$ cat src/rtl/fp_mul_pkg.sv
// Shared types and constants for the floating-point multiplier controller.
// Holds the controller state encoding and the IEEE-754 single-precision constants.
package fp_mul_pkg;

  localparam int MANT_W = 24;
  localparam logic signed [9:0] FP_BIAS = 10'sd127;
  localparam logic signed [9:0] FP_EXP_MAX = 10'sd254;
  localparam logic [22:0] FP_NAN_MANT = 23'h1;

  typedef enum logic [1:0] {
    IDLE,
    MUL,
    NORM,
    RESP
  } state_t;

  function automatic logic [31:0] fp_nan(input logic s);
    return {s, 8'hFF, FP_NAN_MANT};
  endfunction

  function automatic logic [31:0] fp_zero(input logic s);
    return {s, 31'b0};
  endfunction

endpackage

$ cat src/rtl/fp_mul_ctrl_if.sv
// Request/response bundle between the two requesters, the consumer and fp_mul_ctrl.
// master = requester/consumer side, slave = the controller.
interface fp_mul_ctrl_if;

  logic [1:0]  req_valid;
  logic [1:0]  req_ready;
  logic [63:0] req_a;
  logic [63:0] req_b;
  logic        rsp_valid;
  logic        rsp_ready;
  logic        rsp_id;
  logic [31:0] rsp_result;

  modport master (
    output req_valid, req_a, req_b, rsp_ready,
    input  req_ready, rsp_valid, rsp_id, rsp_result
  );

  modport slave (
    input  req_valid, req_a, req_b, rsp_ready,
    output req_ready, rsp_valid, rsp_id, rsp_result
  );

endinterface

$ cat src/rtl/mant_mul_seq.sv
// Shift-add unsigned MANT_W x MANT_W multiplier; bit 0 of b is folded into the load,
// the remaining bits take one cycle each, and done pulses as the final product settles.
module mant_mul_seq
  import fp_mul_pkg::*;
(
  input  logic                  clk,
  input  logic                  rst_n,
  input  logic                  start,
  input  logic [MANT_W-1:0]     a,
  input  logic [MANT_W-1:0]     b,
  output logic                  done,
  output logic [2*MANT_W-1:0]   p
);

  localparam int CNT_W = $clog2(MANT_W);

  logic [2*MANT_W-1:0] mcand;
  logic [MANT_W-1:0]   mplier;
  logic [CNT_W-1:0]    cnt;
  logic                running;

  always_ff @(posedge clk or negedge rst_n) begin
    if (!rst_n) begin
      p       <= '0;
      mcand   <= '0;
      mplier  <= '0;
      cnt     <= '0;
      running <= 1'b0;
      done    <= 1'b0;
    end else begin
      done <= 1'b0;
      if (start) begin
        p       <= b[0] ? {{MANT_W{1'b0}}, a} : '0;
        mcand   <= {{(MANT_W-1){1'b0}}, a, 1'b0};
        mplier  <= b >> 1;
        cnt     <= CNT_W'(MANT_W - 1);
        running <= 1'b1;
      end else if (running) begin
        if (mplier[0]) begin
          p <= p + mcand;
        end
        mcand  <= mcand << 1;
        mplier <= mplier >> 1;
        cnt    <= cnt - CNT_W'(1);
        if (cnt == CNT_W'(1)) begin
          running <= 1'b0;
          done    <= 1'b1;
        end
      end
    end
  end

endmodule

$ cat src/rtl/fp_mul_ctrl.sv
// Arbitrates two requesters onto one iterative FP32 multiplier, normalises and packs the result.
// Define FP_MUL_CTRL_RR_EN for round-robin arbitration; otherwise requester 0 has fixed priority.
module fp_mul_ctrl
  import fp_mul_pkg::*;
(
  input  logic          clk,
  input  logic          rst_n,
  fp_mul_ctrl_if.slave  bus,
  output logic          busy
);

  state_t state, state_nxt;

  logic                grant;
  logic                accept;
  logic [31:0]         sel_a;
  logic [31:0]         sel_b;
  logic                sign;
  logic                zero_op;
  logic                inf_op;
  logic                special;
  logic [31:0]         special_res;
  logic signed [9:0]   exp_sum;

  logic                id_q;
  logic                sign_q;
  logic signed [9:0]   exp_q;
  logic                special_q;
  logic [31:0]         result_q;

  logic                mul_start;
  logic                mul_done;
  logic [2*MANT_W-1:0] prod;

  logic signed [9:0]   exp_norm;
  logic [22:0]         mant_norm;
  logic [31:0]         norm_res;
  logic                unused_prod_lsbs;

`ifdef FP_MUL_CTRL_RR_EN
  logic last_grant;

  always_comb begin
    grant = bus.req_valid[1];
    if (bus.req_valid == 2'b11) begin
      grant = ~last_grant;
    end
  end

  always_ff @(posedge clk or negedge rst_n) begin
    if (!rst_n) begin
      last_grant <= 1'b1;
    end else if (accept) begin
      last_grant <= grant;
    end
  end
`else
  always_comb begin
    grant = ~bus.req_valid[0];
  end
`endif

  // Ready is masked during reset so the bus shows its reset values while rst_n is low.
  always_comb begin
    sel_a       = grant ? bus.req_a[63:32] : bus.req_a[31:0];
    sel_b       = grant ? bus.req_b[63:32] : bus.req_b[31:0];
    accept      = (state == IDLE) && rst_n && bus.req_valid[grant];
    sign        = sel_a[31] ^ sel_b[31];
    zero_op     = (sel_a[30:23] == 8'h00) || (sel_b[30:23] == 8'h00);
    inf_op      = (sel_a[30:23] == 8'hFF) || (sel_b[30:23] == 8'hFF);
    special     = zero_op || inf_op;
    special_res = zero_op ? fp_zero(sign) : fp_nan(sign);
    exp_sum     = $signed({2'b00, sel_a[30:23]}) + $signed({2'b00, sel_b[30:23]}) - FP_BIAS;
    mul_start   = accept && !special;
  end

  mant_mul_seq u_mul (
    .clk   (clk),
    .rst_n (rst_n),
    .start (mul_start),
    .a     ({1'b1, sel_a[22:0]}),
    .b     ({1'b1, sel_b[22:0]}),
    .done  (mul_done),
    .p     (prod)
  );

  always_ff @(posedge clk or negedge rst_n) begin
    if (!rst_n) begin
      state <= IDLE;
    end else begin
      state <= state_nxt;
    end
  end

  // Special operands still pass through NORM for one cycle so the bypass answers one edge
  // after acceptance; NORM leaves their precomputed result untouched.
  always_comb begin
    state_nxt     = state;
    bus.req_ready = 2'b00;
    bus.rsp_valid = 1'b0;
    busy          = (state != IDLE);
    case (state)
      IDLE: begin
        if (accept) begin
          bus.req_ready = grant ? 2'b10 : 2'b01;
          state_nxt     = special ? NORM : MUL;
        end
      end
      MUL: begin
        if (mul_done) begin
          state_nxt = NORM;
        end
      end
      NORM: begin
        state_nxt = RESP;
      end
      RESP: begin
        bus.rsp_valid = 1'b1;
        if (bus.rsp_ready) begin
          state_nxt = IDLE;
        end
      end
      default: begin
        state_nxt = IDLE;
      end
    endcase
  end

  always_comb begin
    exp_norm  = exp_q;
    mant_norm = prod[45:23];
    if (prod[47]) begin
      exp_norm  = exp_q + 10'sd1;
      mant_norm = prod[46:24];
    end
    if (exp_norm > FP_EXP_MAX) begin
      norm_res = fp_nan(sign_q);
    end else if (exp_norm < 10'sd1) begin
      norm_res = fp_zero(sign_q);
    end else begin
      norm_res = {sign_q, exp_norm[7:0], mant_norm};
    end
    unused_prod_lsbs = ^prod[22:0];
  end

  always_ff @(posedge clk or negedge rst_n) begin
    if (!rst_n) begin
      id_q      <= 1'b0;
      sign_q    <= 1'b0;
      exp_q     <= '0;
      special_q <= 1'b0;
      result_q  <= '0;
    end else begin
      if (accept) begin
        id_q      <= grant;
        sign_q    <= sign;
        exp_q     <= exp_sum;
        special_q <= special;
        if (special) begin
          result_q <= special_res;
        end
      end
      if (state == NORM && !special_q) begin
        result_q <= norm_res;
      end
    end
  end

  assign bus.rsp_id     = id_q;
  assign bus.rsp_result = result_q;

endmodule

$ cat src/flat_wrapper.sv
// flat-port wrapper written by rule: the top's interface ports become plain ports
module fp_mul_ctrl_flat import fp_mul_pkg::*;
  (clk, rst_n, busy, bus_req_valid, bus_req_a, bus_req_b, bus_rsp_ready, bus_req_ready, bus_rsp_valid, bus_rsp_id, bus_rsp_result);
  fp_mul_ctrl_if bus_i ();
  input  logic clk;
  input  logic rst_n;
  output logic busy;
  input wire logic [$bits(bus_i.req_valid)-1:0] bus_req_valid;
  input wire logic [$bits(bus_i.req_a)-1:0] bus_req_a;
  input wire logic [$bits(bus_i.req_b)-1:0] bus_req_b;
  input wire logic [$bits(bus_i.rsp_ready)-1:0] bus_rsp_ready;
  output wire logic [$bits(bus_i.req_ready)-1:0] bus_req_ready;
  output wire logic [$bits(bus_i.rsp_valid)-1:0] bus_rsp_valid;
  output wire logic [$bits(bus_i.rsp_id)-1:0] bus_rsp_id;
  output wire logic [$bits(bus_i.rsp_result)-1:0] bus_rsp_result;
  assign bus_i.req_valid = bus_req_valid;
  assign bus_i.req_a = bus_req_a;
  assign bus_i.req_b = bus_req_b;
  assign bus_i.rsp_ready = bus_rsp_ready;
  assign bus_req_ready = bus_i.req_ready;
  assign bus_rsp_valid = bus_i.rsp_valid;
  assign bus_rsp_id = bus_i.rsp_id;
  assign bus_rsp_result = bus_i.rsp_result;
  fp_mul_ctrl u_core (.clk(clk), .rst_n(rst_n), .bus(bus_i), .busy(busy));
endmodule
$ cat config.mk
export PLATFORM = sky130hd
export DESIGN_NAME = fp_mul_ctrl_flat
export DESIGN_NICKNAME = d
export VERILOG_FILES = /design/src/rtl/fp_mul_pkg.sv /design/src/rtl/fp_mul_ctrl_if.sv /design/src/rtl/mant_mul_seq.sv /design/src/rtl/fp_mul_ctrl.sv /design/src/flat_wrapper.sv
export SDC_FILE = /design/constraint.sdc
export NUM_CORES = 1
export LEC_CHECK = 0
export CORE_MARGIN = 2
export CORE_UTILIZATION = 30
export DETAILED_ROUTE_END_ITERATION = 10
export DONT_BUFFER_PORTS = 1
export MAX_ROUTING_LAYER = met4
export SKIP_LAST_GASP = 1
export SLEW_MARGIN = 0
export SYNTH_ARGS = -nofsm -noshare
export SYNTH_HDL_FRONTEND = slang
export SYNTH_SLANG_ARGS = --single-unit
export TNS_END_PERCENT = 30
$ cat constraint.sdc
create_clock -name clk -period 4.6 [get_ports clk]
set_clock_uncertainty 0.2 [all_clocks]
set_input_delay 0.46 -clock clk [delete_from_list [all_inputs] [get_ports clk]]
set_output_delay 0.46 -clock clk [all_outputs]
set_load 0.05 [all_outputs]
==> metrics.md <==
| Metric | Value |
|---|---|
| Setup violations, final | 0 |
| Vias in the first global route | 9090 |
| Max FO, Critical Path | 38 |
| Syn avg cell area | 8.935 µm² |
| Fin crit share | 0.7446 |
| Multi-input gate area | 0.006894 mm² |
| Placed cell areas | 0.01204 mm² |
| Area Growth Syn to Fin | 8.200% |
| Die area | 0.04040 mm² |
| Clk slew on worst S/H paths | 0.07 ns |
| Critical Path Slowest Stage Cell | dfrtp_2 |
| Worst-margin pin slew | 1.124 ns |
| Hold Crit Class | in2async |
| DIE WIDTH | 201.0 µm |
| Tot Pwr | 8.746 mW |
| # DRC | 0 |
| WHS | -0.4834 ns |
| Post-Syn Instances | 1303 |
| Via density | 5.220 |
| Ports | 170 |
| Root Driver | clkbuf_16 |
| DR iter-0 viols | 517 |
| Syn_nets | 1501 |
| Ys Warns | 0 |
| Routed Antenna Nets | 0 |
| Initial antenna violation count | 0 |
| Asr flop ratio synth | 1.000 |
| LEAKAGE | 5.483 nW |
| Post-Layout Inst Area | 0.01260 mm² |
| Fillcell total | 3992 |
| Max Clock Freq | 292.0 MHz |
| Post-synth design cell area | 0.01164 mm² |
| Critical path launch point type | register |
| Max IR drop VDD | 0.3033 mV |
| Register area | 0.004284 mm² |
| Kind of critical path | reg2reg |
| Antenna Cells | 0 |
| PD cells | 694.3 mW/mm² |
| Crit path top cell by count | nand2_1 |
| Gr ovfl total | 0 |
| Crit path cell chain | and4_1 -> nand2_1 -> nor2_1 -> nand4_1 -> xor2_1 -> a21boi_0 -> and2_1 -> nand2_1 -> o21ai_0 |
| Clk Latency, worst-skew pair | 0.44 ns |
| FF+latch count, synth | 171 |
| CTS resizes | 0 |
| Post-synth EDFFs | 0 |
| Most frequent cells in the layout | dfrtp_1 (169), a21oi_1 (145), nand2_1 (118), mux2i_1 (99), o21ai_0 (96) |
| Critical Path AT | 3.57 ns |
| Fin crit period | 3.425 ns |
| # port buffers | 0 |
| Non-filler cells, final | 1783 |
| Clock buffer depth | 2 |
| Hold buffers post-CTS | 1 |
| Crit. End Element | register |
| Pin count of the biggest net entering global routing | 176 |
| Required @ worst endpoint | 4.75 ns |
| DIE HEIGHT | 201.0 µm |
| Setup bufs post-CTS | 0 |
| Global-route wire length before repair | 47350 µm |
| RD Place Congestion | 0.8334 |
| CP max stage delay | 0.96 ns |
| Inserted Clock Buffers | 17 |
| Post-detailed-routing wire length | 28550 µm |
| Status | finished, violations left |
| Dpl hpwl | 20000 µm |
| Post-Place Cells | 1750 |
| All-Layer GR Usage | 0.1467 |
| FP Rows | 72 |
| Slew HR | 0.2508 |
| Initial Util | 0.3027 |
| Sink Count | 171 |
| Fin. Hold Viols | 171 |
| DR vias | 9307 |
| Mean routed wirelength per cell | 16.01 µm |
| Unrepaired setup endpoints after global routing | no |
| Nets | 1450 |
| Setup TNS | 0 ns |
| CTS HTree Levels | 4 |
| Commonest non-fill, non-tap cell in the layout | dfrtp_1 |
| Cell variety after synth | 75 |
| Failing checks | negative hold slack |
| Max Slew Vio Count | 0 |
| Layout cell share with drive strength beyond 1 | 0.05850 |
| Core Region | 0.03847 mm² |
| DRT Pass-1 Iters | 5 |
| Max_cap viols | 0 |
| Ys flop type | dfrtp_1 |
| Seq/Total Area, Yosys | 0.3675 |
| TritonCTS clock tree | done |
[Yosys cell counts (all sizes together), types with 17 or more instances]
master    n  area [µm²]
a21o     26       195.2
a21oi   147       743.2
xnor2    36       315.3
nand4    17       106.4
buf      25       136.4
clkbuf   55       206.5
xor2     27       236.5
nand2   119       446.7
dfrtp   171        4279
nor2     83       311.6
mux2i    99       991.0
a211oi   50       380.4
nand3    18       90.09
inv      35       131.4
or3      23       143.9
nor3     21       110.1
ha       63       788.3
nor2b    48       300.3
o21ai    97       485.5
[cell families after synthesis]
group,after synthesis,synth area share
adder cells (fa/ha/maj),65,0.07115
XOR/XNOR,63,0.04739
multiplexers,113,0.09866
buffers and inverters,115,0.04073
AND/OR/NAND/NOR,376,0.1587
flip-flops,171,0.3675
AO/OA/AOI/OAI,400,0.2158
[worst max-delay path: cells and delay by family, from the launching register on]
| family | cells | cell delay, ns |
|---|---|---|
| AND/OR/NAND/NOR | 6 | 1.29 |
| flip-flops | 1 | 0.96 |
| AO/OA/AOI/OAI | 2 | 0.58 |
| XOR/XNOR | 1 | 0.29 |
[sequential cells by signal, summed over array words and instances, names as in the netlist]
| register | flops |
|---|---|
| u_core.u_mul.done | 1 |
| u_core.u_mul.mplier | 23 |
| u_core.bus.rsp_id | 1 |
| u_core.special_q | 1 |
| u_core.state | 2 |
| u_core.u_mul.p | 47 |
| u_core.sign_q | 1 |
| u_core.u_mul.mcand | 47 |
| u_core.exp_q | 10 |
| u_core.bus.rsp_result | 32 |
| u_core.u_mul.running | 1 |
| u_core.u_mul.cnt | 5 |
[path summary, 6_finish.rpt]
check,startpoint,to,slack [ns],cells past startpoint
worst max-delay path,u_core.u_mul.p[47],u_core.bus.rsp_result[5],1.17,9
worst min-delay path,rst_n,u_core.bus.rsp_result[5],-0.48,0
worst max register to register,u_core.u_mul.p[47],u_core.bus.rsp_result[5],1.17,9
worst min register to register,u_core.sign_q,u_core.bus.rsp_result[31],0.29,2
max in group asynchronous,rst_n,u_core.u_mul.running,4.41,0
min in group clk,bus_req_b[22],u_core.u_mul.mplier[21],0.03,2
[power by group]
group / leakage (nW) / internal, mW / switching, mW
clock: 0.264 / 0.749 / 0.647
combinational: 3.05 / 1.76 / 2.52
sequential: 2.16 / 2.14 / 0.930
total: 5.48 / 4.65 / 4.09
[layer usage]
metal / GRT usage / share of wire / up-vias
met5: - / 0 / -
met2: 0.2245 / 0.46 / 216
met4: 0.03148 / 0.010 / 0
met3: 0.02597 / 0.040 / 20
li1: - / - / 4628
met1: 0.2027 / 0.49 / 4443
[final cells by class]
type,instances,share of cell area
Multi-Input combinational cell,1017,0.5473
Clock inverter,13,0.009237
Timing Repair Buffer,10,0.007151
Clock buffer,19,0.03437
Inverter,35,0.01043
Sequential cell,171,0.3401
Tap cell,518,0.05145
[metrics by stage]
step | setup WS, ns | utilization
after detailed placement | 1.130 | 0.3129
after global routing | 0.6546 | 0.3275
final | 1.175 | 0.3275
after CTS | 1.116 | 0.3275
after floorplan | 1.008 | -
after global placement | 1.249 | 0.3129
Note: power is estimated with default switching activity, not from simulation.
